## src/rtl/pwm_ctrl_pkg.sv

```systemverilog
// Shared types and defaults for the PWM duty scheduler: duty width, slew step,
// link-loss timeout and the controller state encoding.
package pwm_ctrl_pkg;

    localparam int unsigned DUTY_W                  = 8;
    localparam int unsigned STEP_DEFAULT            = 4;
    localparam int unsigned TIMEOUT_PERIODS_DEFAULT = 1000;

    typedef enum logic [1:0] {
        StIdle  = 2'd0,
        StTrack = 2'd1,
        StFault = 2'd2
    } state_e;

endpackage

```

## src/rtl/pwm_ramp_channel.sv

```systemverilog
// One PWM channel: moves duty toward target by at most STEP per step_en,
// clamping at the target so it never overshoots, wraps or underflows.
module pwm_ramp_channel #(
    parameter int unsigned DUTY_W = 8,
    parameter int unsigned STEP   = 4
) (
    input  logic              CLK,
    input  logic              RST,
    input  logic [DUTY_W-1:0] target,
    input  logic              step_en,
    output logic [DUTY_W-1:0] duty,
    output logic              at_target
);

    localparam logic [DUTY_W:0] StepExt = STEP[DUTY_W:0];

    logic [DUTY_W-1:0] duty_q, duty_d;
    logic [DUTY_W:0]   up_sum, down_diff;

    always_comb begin
        duty_d    = duty_q;
        up_sum    = {1'b0, duty_q} + StepExt;
        down_diff = {1'b0, duty_q} - StepExt;
        if (step_en) begin
            if (duty_q < target) begin
                duty_d = (up_sum > {1'b0, target}) ? target : up_sum[DUTY_W-1:0];
            end else if (duty_q > target) begin
                // MSB set means the subtraction went below zero
                duty_d = (down_diff[DUTY_W] || (down_diff < {1'b0, target})) ?
                         target : down_diff[DUTY_W-1:0];
            end
        end
    end

    always_ff @(posedge CLK) begin
        if (RST) begin
            duty_q <= '0;
        end else begin
            duty_q <= duty_d;
        end
    end

    assign duty      = duty_q;
    assign at_target = (duty_q == target);

endmodule

```

## src/rtl/pwm_duty_scheduler.sv

```systemverilog
// Frame-driven duty controller: latches validated targets, slews both PWM
// channels on period boundaries and ramps to zero when the link goes quiet.
module pwm_duty_scheduler #(
    parameter int unsigned DUTY_W          = pwm_ctrl_pkg::DUTY_W,
    parameter int unsigned STEP            = pwm_ctrl_pkg::STEP_DEFAULT,
    parameter int unsigned TIMEOUT_PERIODS = pwm_ctrl_pkg::TIMEOUT_PERIODS_DEFAULT,
    parameter int unsigned CNT_W           = 10
) (
    input  logic              CLK,
    input  logic              RST,
    input  logic              frame_valid,
    input  logic              frame_error,
    input  logic [DUTY_W-1:0] frame_duty1,
    input  logic [DUTY_W-1:0] frame_duty2,
    input  logic              period_start,
    output logic [DUTY_W-1:0] duty1_out,
    output logic [DUTY_W-1:0] duty2_out,
    output logic              busy,
    output logic              timeout_flag,
    output logic [7:0]        err_count
);
    import pwm_ctrl_pkg::*;

    localparam logic [CNT_W-1:0] TimeoutCnt = TIMEOUT_PERIODS[CNT_W-1:0];

    state_e            state_q, state_d;
    logic [CNT_W-1:0]  wdog_q, wdog_d;
    logic [DUTY_W-1:0] target1_q, target1_d, target2_q, target2_d;
    logic [7:0]        err_q, err_d;
    logic              good_frame, bad_frame;
    logic              at1, at2;

    assign good_frame = frame_valid & ~frame_error;
    assign bad_frame  = frame_valid & frame_error;

    always_comb begin
        state_d   = state_q;
        wdog_d    = wdog_q;
        target1_d = target1_q;
        target2_d = target2_q;
        err_d     = err_q;

        if (bad_frame && (err_q != 8'hFF)) begin
            err_d = err_q + 8'd1;
        end

        case (state_q)
            StIdle: ;
            StTrack: begin
                if (period_start) begin
                    wdog_d = wdog_q + CNT_W'(1);
                    if (wdog_d == TimeoutCnt) begin
                        state_d   = StFault;
                        target1_d = '0;
                        target2_d = '0;
                    end
                end
            end
            StFault: begin
                target1_d = '0;
                target2_d = '0;
            end
            default: state_d = StIdle;
        endcase

        // A good frame overrides the watchdog increment and any expiry at the same edge
        if (good_frame) begin
            target1_d = frame_duty1;
            target2_d = frame_duty2;
            wdog_d    = '0;
            state_d   = StTrack;
        end
    end

    always_ff @(posedge CLK) begin
        if (RST) begin
            state_q   <= StIdle;
            wdog_q    <= '0;
            target1_q <= '0;
            target2_q <= '0;
            err_q     <= '0;
        end else begin
            state_q   <= state_d;
            wdog_q    <= wdog_d;
            target1_q <= target1_d;
            target2_q <= target2_d;
            err_q     <= err_d;
        end
    end

    pwm_ramp_channel #(
        .DUTY_W(DUTY_W),
        .STEP  (STEP)
    ) u_ramp1 (
        .CLK      (CLK),
        .RST      (RST),
        .target   (target1_q),
        .step_en  (period_start),
        .duty     (duty1_out),
        .at_target(at1)
    );

    pwm_ramp_channel #(
        .DUTY_W(DUTY_W),
        .STEP  (STEP)
    ) u_ramp2 (
        .CLK      (CLK),
        .RST      (RST),
        .target   (target2_q),
        .step_en  (period_start),
        .duty     (duty2_out),
        .at_target(at2)
    );

    assign busy         = ~at1 | ~at2;
    assign timeout_flag = (state_q == StFault);
    assign err_count    = err_q;

endmodule

```

## config.mk

```make
export PLATFORM = sky130hd
export DESIGN_NAME = pwm_duty_scheduler
export DESIGN_NICKNAME = d
export VERILOG_FILES = /design/src/rtl/pwm_ctrl_pkg.sv /design/src/rtl/pwm_ramp_channel.sv /design/src/rtl/pwm_duty_scheduler.sv
export SDC_FILE = /design/constraint.sdc
export NUM_CORES = 1
export LEC_CHECK = 0
export BUFFER_PORTS_ARGS = -buffer_cell sky130_fd_sc_hd__buf_2
export CORE_AREA = 4 4 86 88
export CTS_CLUSTER_DIAMETER = 150
export CTS_CLUSTER_SIZE = 8
export DETAILED_ROUTE_END_ITERATION = 12
export DIE_AREA = 0 0 90 92
export GPL_TIMING_DRIVEN = 0
export PLACE_DENSITY = 0.88
export SLEW_MARGIN = 20
export SYNTH_ARGS = -nofsm -noshare
export SYNTH_HDL_FRONTEND = slang
export SYNTH_SLANG_ARGS = --single-unit
export TNS_END_PERCENT = 10
```

## constraint.sdc

```tcl
create_clock -name CLK -period 3.3 [get_ports CLK]
set_clock_uncertainty 0.05 [all_clocks]
set_input_delay 0.495 -clock CLK [delete_from_list [all_inputs] [get_ports CLK]]
set_output_delay 0.495 -clock CLK [all_outputs]
set_load 0.01 [all_outputs]
```

After elaboration in Yosys (flattened, before gate mapping) --
Cells that the tools add are included.
Word-level totals: register bits after elaboration 52, bits in latches 0, bits in writable memories 0, ROM bits 0, output and inout bits 26, logic and storage cells 72, memories kept 0
Operators by class: $add $sub $neg 6, $mul 0, div/mod/pow operators 0, magnitude comparators 8, equal/unequal tests 11, shift-type cells 0, muxes and demuxes 17, bitwise gates (word level) 7, reductions and logical operators 15
Operators by type and width (number):
- 8-bit two-way mux | 12
- 8-bit by 3-bit adder with 9-bit output, second input constant | 2
- 9-bit by 8-bit greater-than comparator with 1-bit output | 2
- 9-bit by 8-bit less-than comparator with 1-bit output | 2
- 8-bit by 3-bit subtractor with 9-bit output, second input constant | 2
- 8-bit equality test | 2
- 8-bit greater-than comparator | 2
- 8-bit less-than comparator | 2
- 8-bit one-hot mux with 2 select lines | 1
- 10-bit by 1-bit adder with 10-bit output, second input constant | 1
- 10-bit equality test, second input constant | 1
- 3-bit AND reduction | 3
- 8-bit by 1-bit adder with 8-bit output, second input constant | 1
- 8-bit inequality test, second input constant | 1
- 3-bit inequality test, second input constant | 2
- 2-bit AND reduction | 3
- 2-bit two-way mux | 2
- 2-bit inequality test, second input constant | 2
- 1-bit NOT | 4
- 2-bit one-hot mux with 2 select lines | 1
- 2-bit nonzero test | 2
- 2-bit OR reduction | 2
- 3-bit nonzero test | 1
- 1-bit bitwise AND | 2
- other kinds (8) | 9

Longest topological paths before layout --
Gate-level depths: netlist (run 1).
depth in word-level cells 6, gate-level depth with buffers 12

Modules after synthesis --
A second synthesis (run 1) with hierarchy kept.
Second synthesis, totals: cells, all modules 477, area, all modules 3995.1 µm²
By module, submodules not included:
- pwm_duty_scheduler | instances 1, cells each 194, area an instance 1701.6 µm²
- pwm_ramp_channel (u_ramp2) | instances 1, cells each 142, area an instance 1156.1 µm²
- pwm_ramp_channel (u_ramp1) | instances 1, cells each 141, area an instance 1137.3 µm²

Worst setup path before layout (run 1) --
No wires, ideal clock.
kind reg-to-reg, from reg u_ramp1.duty_q[4], in the netlist u_ramp1.duty[4], to reg u_ramp1.duty_q[7], in the netlist u_ramp1.duty[7], setup time 122 ps, data arrival time 2740 ps, path slack 388 ps, cell stages (with the launch flop) 11, cells stage by stage dfxtp_1 > clkbuf_1 > nand3_1 > xnor2_1 > ha_1 > and4_1 > a21boi_0 > o41ai_1 > o21ai_0 > o2111a_1 > o32a_1
Between the ends: cells in the longest elaborated chain, start to end 6, elaborated cells on any way between the ends 13, classes of those cells add/sub (2); order compare (4); mux (4); reduce/logical (3)
RTL lines:
- start: declaration | RTL line pwm_ramp_channel.sv:17 | logic [DUTY_W-1:0] duty_q, duty_d;
- start signal: assignment | RTL line pwm_ramp_channel.sv:39 | duty_q <= duty_d;
- 8-bit by 3-bit subtractor with 9-bit output | RTL line pwm_ramp_channel.sv:23 | down_diff = {1'b0, duty_q} - StepExt;
- 9-bit by 8-bit less-than comparator with 1-bit output | RTL line pwm_ramp_channel.sv:29 | duty_d = (down_diff[DUTY_W] || (down_diff < {1'b0, target})) ?
- 1-bit logical OR | RTL line pwm_ramp_channel.sv:29
- 8-bit two-way mux | RTL line pwm_ramp_channel.sv:29
- 8-bit two-way mux | RTL line pwm_ramp_channel.sv:27 | end else if (duty_q > target) begin
- 8-bit two-way mux | RTL line pwm_ramp_channel.sv:25 | if (duty_q < target) begin
Parallel ways exist; a longest one is shown, timed or not. The select of a mux whose other input is x is not followed. A chain may end at the register's enable or synchronous reset.

Final worst setup path (run 1) --
Ends and elaborated chain as after synthesis.

==> results.sh, run 1 <==
export IMPL_drv_cap=0
export IMPL_ff2ff_path_depth=10
export IMPL_ioPinCount=47
export IMPL_layout_cell_area_non_filler_um2=4080
export IMPL_switching_power_mw=1.84
export IMPL_netlist_instances=434
export IMPL_path_delay_family="compound AO/OA/AOI/OAI gates"
export IMPL_powerDensity_nw_per_um2=941
export IMPL_grt_pass1_wl_mm=15.8
export IMPL_tightest_slew_ns=0.868
export IMPL_track_usage=0.228
export IMPL_routabilityCongestion=1.01
export IMPL_syn_avg_cell_area_um2=8.30
export IMPL_cts_sinks=52
export IMPL_cts_tree="done"
export IMPL_start_util=0.542
export IMPL_synth_ff_type="dfxtp_1"
export IMPL_finalNonFillerCells=571
export IMPL_rr_endpoint="u_ramp1.duty[7]"
export IMPL_synth_edff_count=0
export IMPL_grt_max_degree=17
export IMPL_rsz0062_at_grt="yes"
export IMPL_synth_seq_area_share=0.289
export IMPL_multi_input_area_um2=2400
export IMPL_p_seq_frac=0.223
export IMPL_fillers=579
export IMPL_path_max_fanout=10
export IMPL_yosysMostFrequentCell="dfxtp_1"
export IMPL_synthTopCellsByArea="dfxtp_1, ha_1, xor2_1, a22o_1, nand2_1"
export IMPL_fp_row_count=30
export IMPL_status="finished, final reports clean"
export IMPL_swShare=0.480
export IMPL_hold_slack_ns=0.346
export IMPL_tns_ns=0
export IMPL_power_mw=3.84
export IMPL_max_freq_ghz=0.309
export IMPL_synth_area_um2=3600
export IMPL_finalNetCount=555
export IMPL_p_int_mw=2.00
export IMPL_die_x_um=90
export IMPL_drc=0
export IMPL_routed_wl_mm=9.43
export IMPL_portBuffers=45
export IMPL_fin_crit_sh=0.981
export IMPL_async_flop_share=0
export IMPL_dieArea_um2=8280
export IMPL_holdPathEnd="target1_q[5]"
export IMPL_area_growth_pct=13.3
export IMPL_ys_seq_elements=52
export IMPL_arrival_ns=3.38
export IMPL_start_kind="register"
export IMPL_setup_viol=0
export IMPL_vdd_ir_drop_max_mv=0.527
export IMPL_cp_num_buf_inv=1
export IMPL_antenna_found_initial=0
export IMPL_via_per_inst=6.24
export IMPL_cts_hold_buf=0
export IMPL_post_route_min_period_ns=3.24
export IMPL_hold_viol_final=0
export IMPL_power_leakage_nw=1.70
export IMPL_synth_area_leader_cell="dfxtp_1"
export IMPL_drt_first_pass_iters=7
export IMPL_dieHeight_um=92
export IMPL_ys_warn_count=0
export IMPL_drv_slew=0
export IMPL_holdPathStages=2
export IMPL_diodes=0
export IMPL_cts_buffer_depth=2
export IMPL_synth_common_cells="dfxtp_1, ha_1, nand2_1"
export IMPL_drive_gt1_frac=0.141
export IMPL_gr_total_overflow=0
export IMPL_coreArea_um2=6640
export IMPL_cp_num_cells=10
export IMPL_dpl_hpwl_mm=7.38
export IMPL_path_cells="clkbuf_1 > nand3_1 > xnor2_1 > ha_1 > and4_1 > a21boi_0 > o41ai_1 > o21ai_0 > o2111a_1 > o32a_1"
export IMPL_power_frac_clock=0.113
export IMPL_r2r_setup_slack_ns=0.06
export IMPL_synth_top_cell_area_share=0.289
export IMPL_placed_cell_area_um2=3930
export IMPL_grt_pass1_vias=3459
export IMPL_final_seq_area_um2=1040
export IMPL_slowest_delay_ns=0.41
export IMPL_numCtsBuffers=5
export IMPL_wire_per_inst_um=16.5
export IMPL_critPathRequiredTime_ns=3.45
export IMPL_hp_start="frame_duty1[5]"
export IMPL_ant_nets=0
export IMPL_relSlewSlack=0.415
export IMPL_clockRootBuffer="clkbuf_8"
export IMPL_drt_iter0_drc=190
export IMPL_ys_types=56
export IMPL_hp_class="input pin to register"
export IMPL_pwr_share_comb=0.665
export IMPL_routed_via_count=3563
export IMPL_htree_levels=2
export IMPL_path_class="register to register"
export IMPL_endpoint_kind="register"
export IMPL_r2r_start="u_ramp1.duty[4]"
export IMPL_syn_nets=499
export IMPL_place_inst=559
export IMPL_slowest_stage="o41ai_1"
export IMPL_path_clk_slew_ns=0.09
export IMPL_worstSkewPairLatency_ns=0.30
==> power groups by stage <==
stage / clock [mW] / combinational, mW / sequential (mW)
5_1_grt: 0.464 / 2.79 / 0.871
3_3_place_gp: 0 / 2.21 / 0.856
2_1_floorplan: 0 / 1.72 / 0.855
4_1_cts: 0.441 / 2.43 / 0.848
3_5_place_dp: 0 / 2.31 / 0.862
6_report: 0.432 / 2.55 / 0.855
==> kinds of logic after synthesis <==
family,after synthesis,share of synthesized area
AOI/OAI and AO/OA,117,0.232
DFF,52,0.289
buffers and inverters,44,0.0462
and+or+nand+nor,141,0.190
adders and majority gates,44,0.153
xor gates and xnor gates,30,0.0729
muxes,6,0.0167
==> sequential cells by signal, indices dropped and copies added, names as in the netlist <==
name and cells:
err_count 8, u_ramp2.duty 8, state_q 2, wdog_q 10
target2_q 8, target1_q 8, u_ramp1.duty 8
==> stage by stage <==
stage | util | setup slack [ns]
floorplan | - | 0.388
global placement | 0.591 | 0.0819
detailed placement | 0.591 | -0.0586
CTS | 0.611 | 0.0483
global route | 0.614 | -0.0601
finish | 0.614 | 0.0636
==> layer usage <==
metal,routed length [µm],GRT usage,up-vias
met4,189,0.0880,0
met2,4550,0.393,125
li1,-,-,1711
met1,4080,0.280,1707
met5,0,0,-
met3,617,0.0451,20
==> layout make-up <==
class	instances	area share
clock buffers	6	0.0178
plain buffers	14	0.0135
inverters	30	0.0276
multi-input cells	338	0.589
repair buffers	49	0.0626
well taps	80	0.0245
clock inverters	2	0.00951
flip-flops and latches	52	0.256
==> how the worst max path moves through the flow <==
stage               slack [ns]       startpoint         endpoint
floorplan                 0.39  u_ramp1.duty[4]  u_ramp1.duty[7]
global placement          0.08  u_ramp1.duty[2]  u_ramp1.duty[2]
detailed placement       -0.06  u_ramp1.duty[2]  u_ramp1.duty[2]
CTS                       0.05  u_ramp1.duty[4]  u_ramp1.duty[2]
global route             -0.06  u_ramp1.duty[4]  u_ramp1.duty[7]
finish                    0.06  u_ramp1.duty[4]  u_ramp1.duty[7]
==> cell usage in the layout, fill, tap and decap left out, types with 4 or more instances in the layout <==
cell type   n
nand2_1    34
a21oi_1    19
nor2_1     33
o21ai_0    18
nand4_1    12
nor3_1     10
o211ai_1    4
clkbuf_1   13
buf_4       4
a22o_1     16
buf_2      46
and3_1     10
nand2b_1    6
a31oi_1     9
a211oi_1    4
xor2_1     17
o21ai_1     5
nand3_1    23
a22oi_1     4
dfxtp_1    50
xnor2_1    13
clkbuf_8    5
mux2i_1     6
inv_1      29
ha_1       44
==> repair_timing <==
action | in CTS | in global routing
setup endpoints to repair | 4 | 14
pin swaps | 1 | 0
buffers inserted | 3 | 1
resized for setup | 0 | 5
Note: power is estimated with default switching activity, not from simulation.
==> inputs of run 2 (changes only) <==
--- a/config.mk
+++ b/config.mk
@@ -5,14 +5,14 @@
 export SDC_FILE = /design/constraint.sdc
 export NUM_CORES = 1
 export LEC_CHECK = 0
-export BUFFER_PORTS_ARGS = -buffer_cell sky130_fd_sc_hd__buf_2
 export CORE_AREA = 4 4 86 88
 export CTS_CLUSTER_DIAMETER = 150
 export CTS_CLUSTER_SIZE = 8
 export DETAILED_ROUTE_END_ITERATION = 12
 export DIE_AREA = 0 0 90 92
+export DONT_BUFFER_PORTS = 1
 export GPL_TIMING_DRIVEN = 0
-export PLACE_DENSITY = 0.88
+export PLACE_DENSITY = 0.82
 export SLEW_MARGIN = 20
 export SYNTH_ARGS = -nofsm -noshare
 export SYNTH_HDL_FRONTEND = slang
==> run 2 against run 1 <==
Net effect: final cell count shrank 8.2%; critical path type unchanged; clock power fell by 16%; maximum frequency is 3.4% higher; largest power group unchanged; critical endpoint unchanged; register-to-register slack improved by 0.11 ns; largest cell class unchanged; count of clock-buffer cells in the layout unchanged; flip-flop and latch count unchanged; hold slack lost 0.080 ns; die area did not move; worst setup slack improved by 0.11 ns.
==> results.sh, run 2 (same netlist as run 1, synthesis figures left out) <==
export IMPL_status="finished, final reports clean"
export IMPL_ant_nets=0
export IMPL_max_freq_ghz=0.319
export IMPL_fin_crit_sh=0.949
export IMPL_dieHeight_um=92
export IMPL_drive_gt1_frac=0.0631
export IMPL_coreArea_um2=6640
export IMPL_layout_common_cells="dfxtp_1, ha_1, nand2_1"
export IMPL_switching_power_mw=1.78
export IMPL_numCtsBuffers=5
export IMPL_cts_hold_buf=0
export IMPL_fillers=595
export IMPL_largest_reg_flops=10
export IMPL_track_usage=0.223
export IMPL_via_per_inst=6.37
export IMPL_p_seq_frac=0.249
export IMPL_finalNetCount=508
export IMPL_portBuffers=0
export IMPL_drv_slew=0
export IMPL_routed_wl_mm=9.08
export IMPL_largest_register="wdog_q"
export IMPL_path_max_fanout=10
export IMPL_pwr_share_comb=0.652
export IMPL_tns_ns=0
export IMPL_cts_sinks=52
export IMPL_diodes=0
export IMPL_finalNonFillerCells=524
export IMPL_cts_tree="done"
export IMPL_power_leakage_nw=1.49
export IMPL_die_x_um=90
export IMPL_hold_viol_final=0
export IMPL_swShare=0.489
export IMPL_ioPinCount=47
export IMPL_fp_row_count=30
export IMPL_final_common_cell="dfxtp_1"
export IMPL_routed_via_count=3340
export IMPL_final_seq_area_um2=1050
export IMPL_place_inst=514
export IMPL_drt_first_pass_iters=5
export IMPL_path_clk_slew_ns=0.09
export IMPL_endpoint_kind="register"
export IMPL_p_int_mw=1.86
export IMPL_critPathRequiredTime_ns=3.44
export IMPL_htree_levels=2
export IMPL_final_util=0.578
export IMPL_grt_pass1_wl_mm=15.5
export IMPL_grt_busiest_layer="met2"
export IMPL_placed_cell_area_um2=3700
export IMPL_tightest_slew_ns=0.834
export IMPL_routabilityCongestion=0.962
export IMPL_drt_iter0_drc=272
export IMPL_grt_util_met1=0.287
export IMPL_powerDensity_nw_per_um2=949
export IMPL_drv_cap=0
export IMPL_grt_use_met2=0.361
export IMPL_antenna_found_initial=0
export IMPL_wire_per_inst_um=17.3
export IMPL_arrival_ns=3.27
export IMPL_power_frac_clock=0.099
export IMPL_hp_class="input pin to register"
export IMPL_dpl_hpwl_mm=7.10
export IMPL_relSlewSlack=0.438
export IMPL_setup_viol=0
export IMPL_post_route_min_period_ns=3.13
export IMPL_drc=0
export IMPL_multi_input_area_um2=2410
export IMPL_vdd_ir_drop_max_mv=0.432
export IMPL_gr_total_overflow=0
export IMPL_layout_cell_area_non_filler_um2=3840
export IMPL_rsz0062_at_grt="no"
export IMPL_start_kind="register"
export IMPL_cts_buffer_depth=2
export IMPL_gr_usage_met3=0.0517
export IMPL_path_class="register to register"
export IMPL_clockRootBuffer="clkbuf_8"
export IMPL_grt_pass1_vias=3316
export IMPL_dieArea_um2=8280
export IMPL_worstSkewPairLatency_ns=0.29
export IMPL_grt_max_degree=16
export IMPL_start_util=0.542
export IMPL_area_growth_pct=6.56
run 2: cell types whose count changed in the layout (fill, tap and decap cells not counted), moves of 2 or more:
cell | previous run | this run
buf_2 | 46 | 1
clkbuf_1 | 13 | 10
clkinv_2 | 0 | 2
dfxtp_1 | 50 | 48
dfxtp_2 | 2 | 4
run 2: metal layers:
metal,share of wire,vias to the layer above
li1,-,1622
met1,0.44,1575
met2,0.46,124
met3,0.078,19
met4,0.025,0
met5,0,-
run 2: stage by stage:
stage | total power [mW] | hold WS (ns) | setup WS, ns
2_1_floorplan | 2.58 | 0.398 | 0.388
3_3_place_gp | 3.02 | 0.416 | -0.118
3_5_place_dp | 3.08 | 0.428 | -0.245
4_1_cts | 3.50 | 0.254 | 0.0304
5_1_grt | 3.96 | 0.255 | 0.00211
6_report | 3.64 | 0.266 | 0.169
run 2: final timing paths:
| kind | from | end | slack (ns) | cells past startpoint |
|---|---|---|---|---|
| max | u_ramp1.duty[4] | u_ramp1.duty[7] | 0.17 | 10 |
| min | frame_duty2[6] | target2_q[6] | 0.27 | 1 |
| max reg2reg | u_ramp1.duty[4] | u_ramp1.duty[7] | 0.17 | 10 |
| min reg2reg | target2_q[1] | u_ramp2.duty[1] | 0.44 | 2 |
run 2: area by class of cell:
| type | instances | share of cell area |
|---|---|---|
| Sequential cell | 52 | 0.272 |
| Clock inverter | 2 | 0.00261 |
| Buffer | 13 | 0.0143 |
| Multi-Input combinational cell | 338 | 0.628 |
| Timing Repair Buffer | 3 | 0.00587 |
| Clock buffer | 6 | 0.0215 |
| Tap cell | 80 | 0.0261 |
| Inverter | 30 | 0.0293 |
run 2: what timing repair did:
item / CTS / global route
setup endpoints to repair: 8 / 16
buffers inserted: 1 / 2
resized for setup: 4 / 8
pin swaps: 1 / 1
run 2: critical path: stages, from the launching register on:
cell	delay (ns)
dfxtp_1	0.46
clkbuf_4	0.26
nand3_1	0.20
xnor2_2	0.25
ha_1	0.28
and4_1	0.20
a21boi_0	0.14
o41ai_2	0.40
o21ai_1	0.18
o2111a_1	0.26
o32a_1	0.33
run 2: power groups by stage:
stage	clock (mW)	combinational [mW]	sequential [mW]
2_1_floorplan	0	1.72	0.855
3_3_place_gp	0	2.11	0.910
3_5_place_dp	0	2.17	0.913
4_1_cts	0.376	2.23	0.900
5_1_grt	0.401	2.64	0.924
6_report	0.361	2.37	0.907
==> inputs of run 3 (changes only) <==
--- a/config.mk
+++ b/config.mk
@@ -5,14 +5,14 @@
 export SDC_FILE = /design/constraint.sdc
 export NUM_CORES = 1
 export LEC_CHECK = 0
-export CORE_AREA = 4 4 86 88
+export CORE_AREA = 4 4 81 83
 export CTS_CLUSTER_DIAMETER = 150
 export CTS_CLUSTER_SIZE = 8
 export DETAILED_ROUTE_END_ITERATION = 12
-export DIE_AREA = 0 0 90 92
+export DIE_AREA = 0 0 85 87
 export DONT_BUFFER_PORTS = 1
 export GPL_TIMING_DRIVEN = 0
-export PLACE_DENSITY = 0.82
+export PLACE_DENSITY = 0.89
 export SLEW_MARGIN = 20
 export SYNTH_ARGS = -nofsm -noshare
 export SYNTH_HDL_FRONTEND = slang
==> run 3 against run 2 <==
Net effect: count of clock-buffer cells in the layout is 1 lower; cell area down 0.36%; final cell count fell by 0.76%; first-iteration DRC count fell by 34%; hold slack worse by 0.018 ns; clock power is 10% higher; routed wire length fell by 0.90%; non-clock buffer count up 1.
==> results.sh, run 3 (same netlist as run 1, synthesis figures left out) <==
export IMPL_status="finished, final reports clean"
export IMPL_path_clk_slew_ns=0.11
export IMPL_p_int_mw=1.85
export IMPL_max_freq_ghz=0.317
export IMPL_track_usage=0.244
export IMPL_holdPathEnd="target2_q[5]"
export IMPL_endpoint_kind="register"
export IMPL_ant_nets=0
export IMPL_routed_via_count=3356
export IMPL_p_seq_frac=0.249
export IMPL_grt_pass1_vias=3186
export IMPL_drt_iter0_drc=179
export IMPL_routabilityCongestion=0.908
export IMPL_routed_wl_mm=8.99
export IMPL_via_per_inst=6.45
export IMPL_finalNonFillerCells=520
export IMPL_drt_first_pass_iters=5
export IMPL_wire_per_inst_um=17.3
export IMPL_holdPathStages=1
export IMPL_portBuffers=0
export IMPL_hold_viol_final=0
export IMPL_critPathRequiredTime_ns=3.46
export IMPL_post_route_min_period_ns=3.15
export IMPL_finalNetCount=509
export IMPL_start_util=0.616
export IMPL_diodes=0
export IMPL_numCtsBuffers=5
export IMPL_dieArea_um2=7400
export IMPL_switching_power_mw=1.79
export IMPL_drc=0
export IMPL_drv_cap=0
export IMPL_start_kind="register"
export IMPL_cts_tree="done"
export IMPL_ff2ff_path_depth=10
export IMPL_die_x_um=85
export IMPL_rsz0062_at_grt="yes"
export IMPL_clockRootBuffer="clkbuf_8"
export IMPL_rr_endpoint="u_ramp1.duty[7]"
export IMPL_r2r_setup_slack_ns=0.15
export IMPL_r2r_start="u_ramp1.duty[4]"
export IMPL_path_cells="buf_2 > nand3_1 > xnor2_1 > ha_1 > and4_1 > a21boi_0 > o41ai_1 > o21ai_0 > o2111a_1 > o32a_1"
export IMPL_path_class="register to register"
export IMPL_multi_input_area_um2=2400
export IMPL_largest_register="wdog_q"
export IMPL_dpl_hpwl_mm=7.00
export IMPL_powerDensity_nw_per_um2=952
export IMPL_grt_pass1_wl_mm=14.8
export IMPL_fp_row_count=28
export IMPL_final_common_cell="dfxtp_1"
export IMPL_gr_total_overflow=0
export IMPL_tightest_slew_ns=0.765
export IMPL_relSlewSlack=0.485
export IMPL_antenna_found_initial=0
export IMPL_largest_reg_flops=10
export IMPL_slowest_stage="dfxtp_1"
export IMPL_arrival_ns=3.31
export IMPL_htree_levels=2
export IMPL_cts_hold_buf=0
export IMPL_path_max_fanout=10
export IMPL_hp_start="frame_duty2[5]"
export IMPL_area_growth_pct=6.18
export IMPL_power_leakage_nw=1.48
export IMPL_drv_slew=0
export IMPL_cts_buffer_depth=2
export IMPL_power_frac_clock=0.109
export IMPL_vdd_ir_drop_max_mv=0.826
export IMPL_setup_viol=0
export IMPL_swShare=0.492
export IMPL_layout_common_cells="dfxtp_1, ha_1, nand2_1"
export IMPL_hp_class="input pin to register"
export IMPL_dieHeight_um=87
export IMPL_hold_slack_ns=0.248
export IMPL_worstSkewPairLatency_ns=0.31
export IMPL_cts_sinks=52
export IMPL_drive_gt1_frac=0.0584
export IMPL_ioPinCount=47
export IMPL_fin_crit_sh=0.955
export IMPL_grt_max_degree=20
export IMPL_fillers=462
export IMPL_final_seq_area_um2=1050
export IMPL_place_inst=509
export IMPL_slowest_delay_ns=0.48
export IMPL_pwr_share_comb=0.642
export IMPL_coreArea_um2=5850
-- run 3: metal layers --
metal  GRT usage  wire length [µm]  vias up
met4       0.102               240        0
met1       0.289              3720     1552
li1            -                 -     1621
met3      0.0662               726       28
met2       0.415              4310      155
met5           0                 0        -
-- run 3: repair_timing --
item,CTS,global route
cloned,0,0
endpoints found under the setup margin,6,16
setup buffers,2,1
gates resized for setup,1,8
pin swaps,1,0
-- run 3: power groups by stage --
stage / clock network (mW) / logic [mW] / registers, mW
6_report: 0.398 / 2.34 / 0.905
5_1_grt: 0.421 / 2.59 / 0.919
4_1_cts: 0.396 / 2.24 / 0.897
3_5_place_dp: 0 / 2.16 / 0.911
3_3_place_gp: 0 / 2.08 / 0.906
2_1_floorplan: 0 / 1.72 / 0.855
-- run 3: final cells by class --
cell class / count / area share
multi-input cells: 338 / 0.626
flip-flops and latches: 52 / 0.273
inverters: 30 / 0.0294
well taps: 75 / 0.0245
clock buffers: 5 / 0.0180
plain buffers: 14 / 0.0147
clock inverters: 3 / 0.00752
repair buffers: 3 / 0.00589
-- run 3: worst max-delay path by stage --
stage | start | endpoint | depth (start not counted)
global route | u_ramp2.duty[4] | u_ramp2.duty[1] | 11
finish | u_ramp1.duty[4] | u_ramp1.duty[7] | 10
detailed placement | u_ramp1.duty[2] | u_ramp1.duty[2] | 10
global placement | u_ramp1.duty[2] | u_ramp1.duty[7] | 9
floorplan | u_ramp1.duty[4] | u_ramp1.duty[7] | 10
CTS | u_ramp1.duty[2] | u_ramp1.duty[2] | 10
-- run 3: critical path: cells and delay by family (launching register included) --
family                     cells  cell delay [ns]
buffers and inverters          1             0.27
DFF                            1             0.48
xor gates and xnor gates       1             0.23
and+or+nand+nor                2             0.39
AOI/OAI and AO/OA              5             1.35
adders and majority gates      1             0.27
-- run 3: stage by stage --
step	total power [mW]	instance area (µm²)	setup slack, ns	util	TNS [ns]
6_report	3.64	3820	0.147	0.654	0
5_1_grt	3.93	3820	-0.0754	0.654	-0.107
4_1_cts	3.53	3810	0.0938	0.651	0
3_5_place_dp	3.07	3700	-0.148	0.632	-0.568
3_3_place_gp	2.99	3700	-0.0858	0.632	-0.321
2_1_floorplan	2.58	3600	0.388	-	0
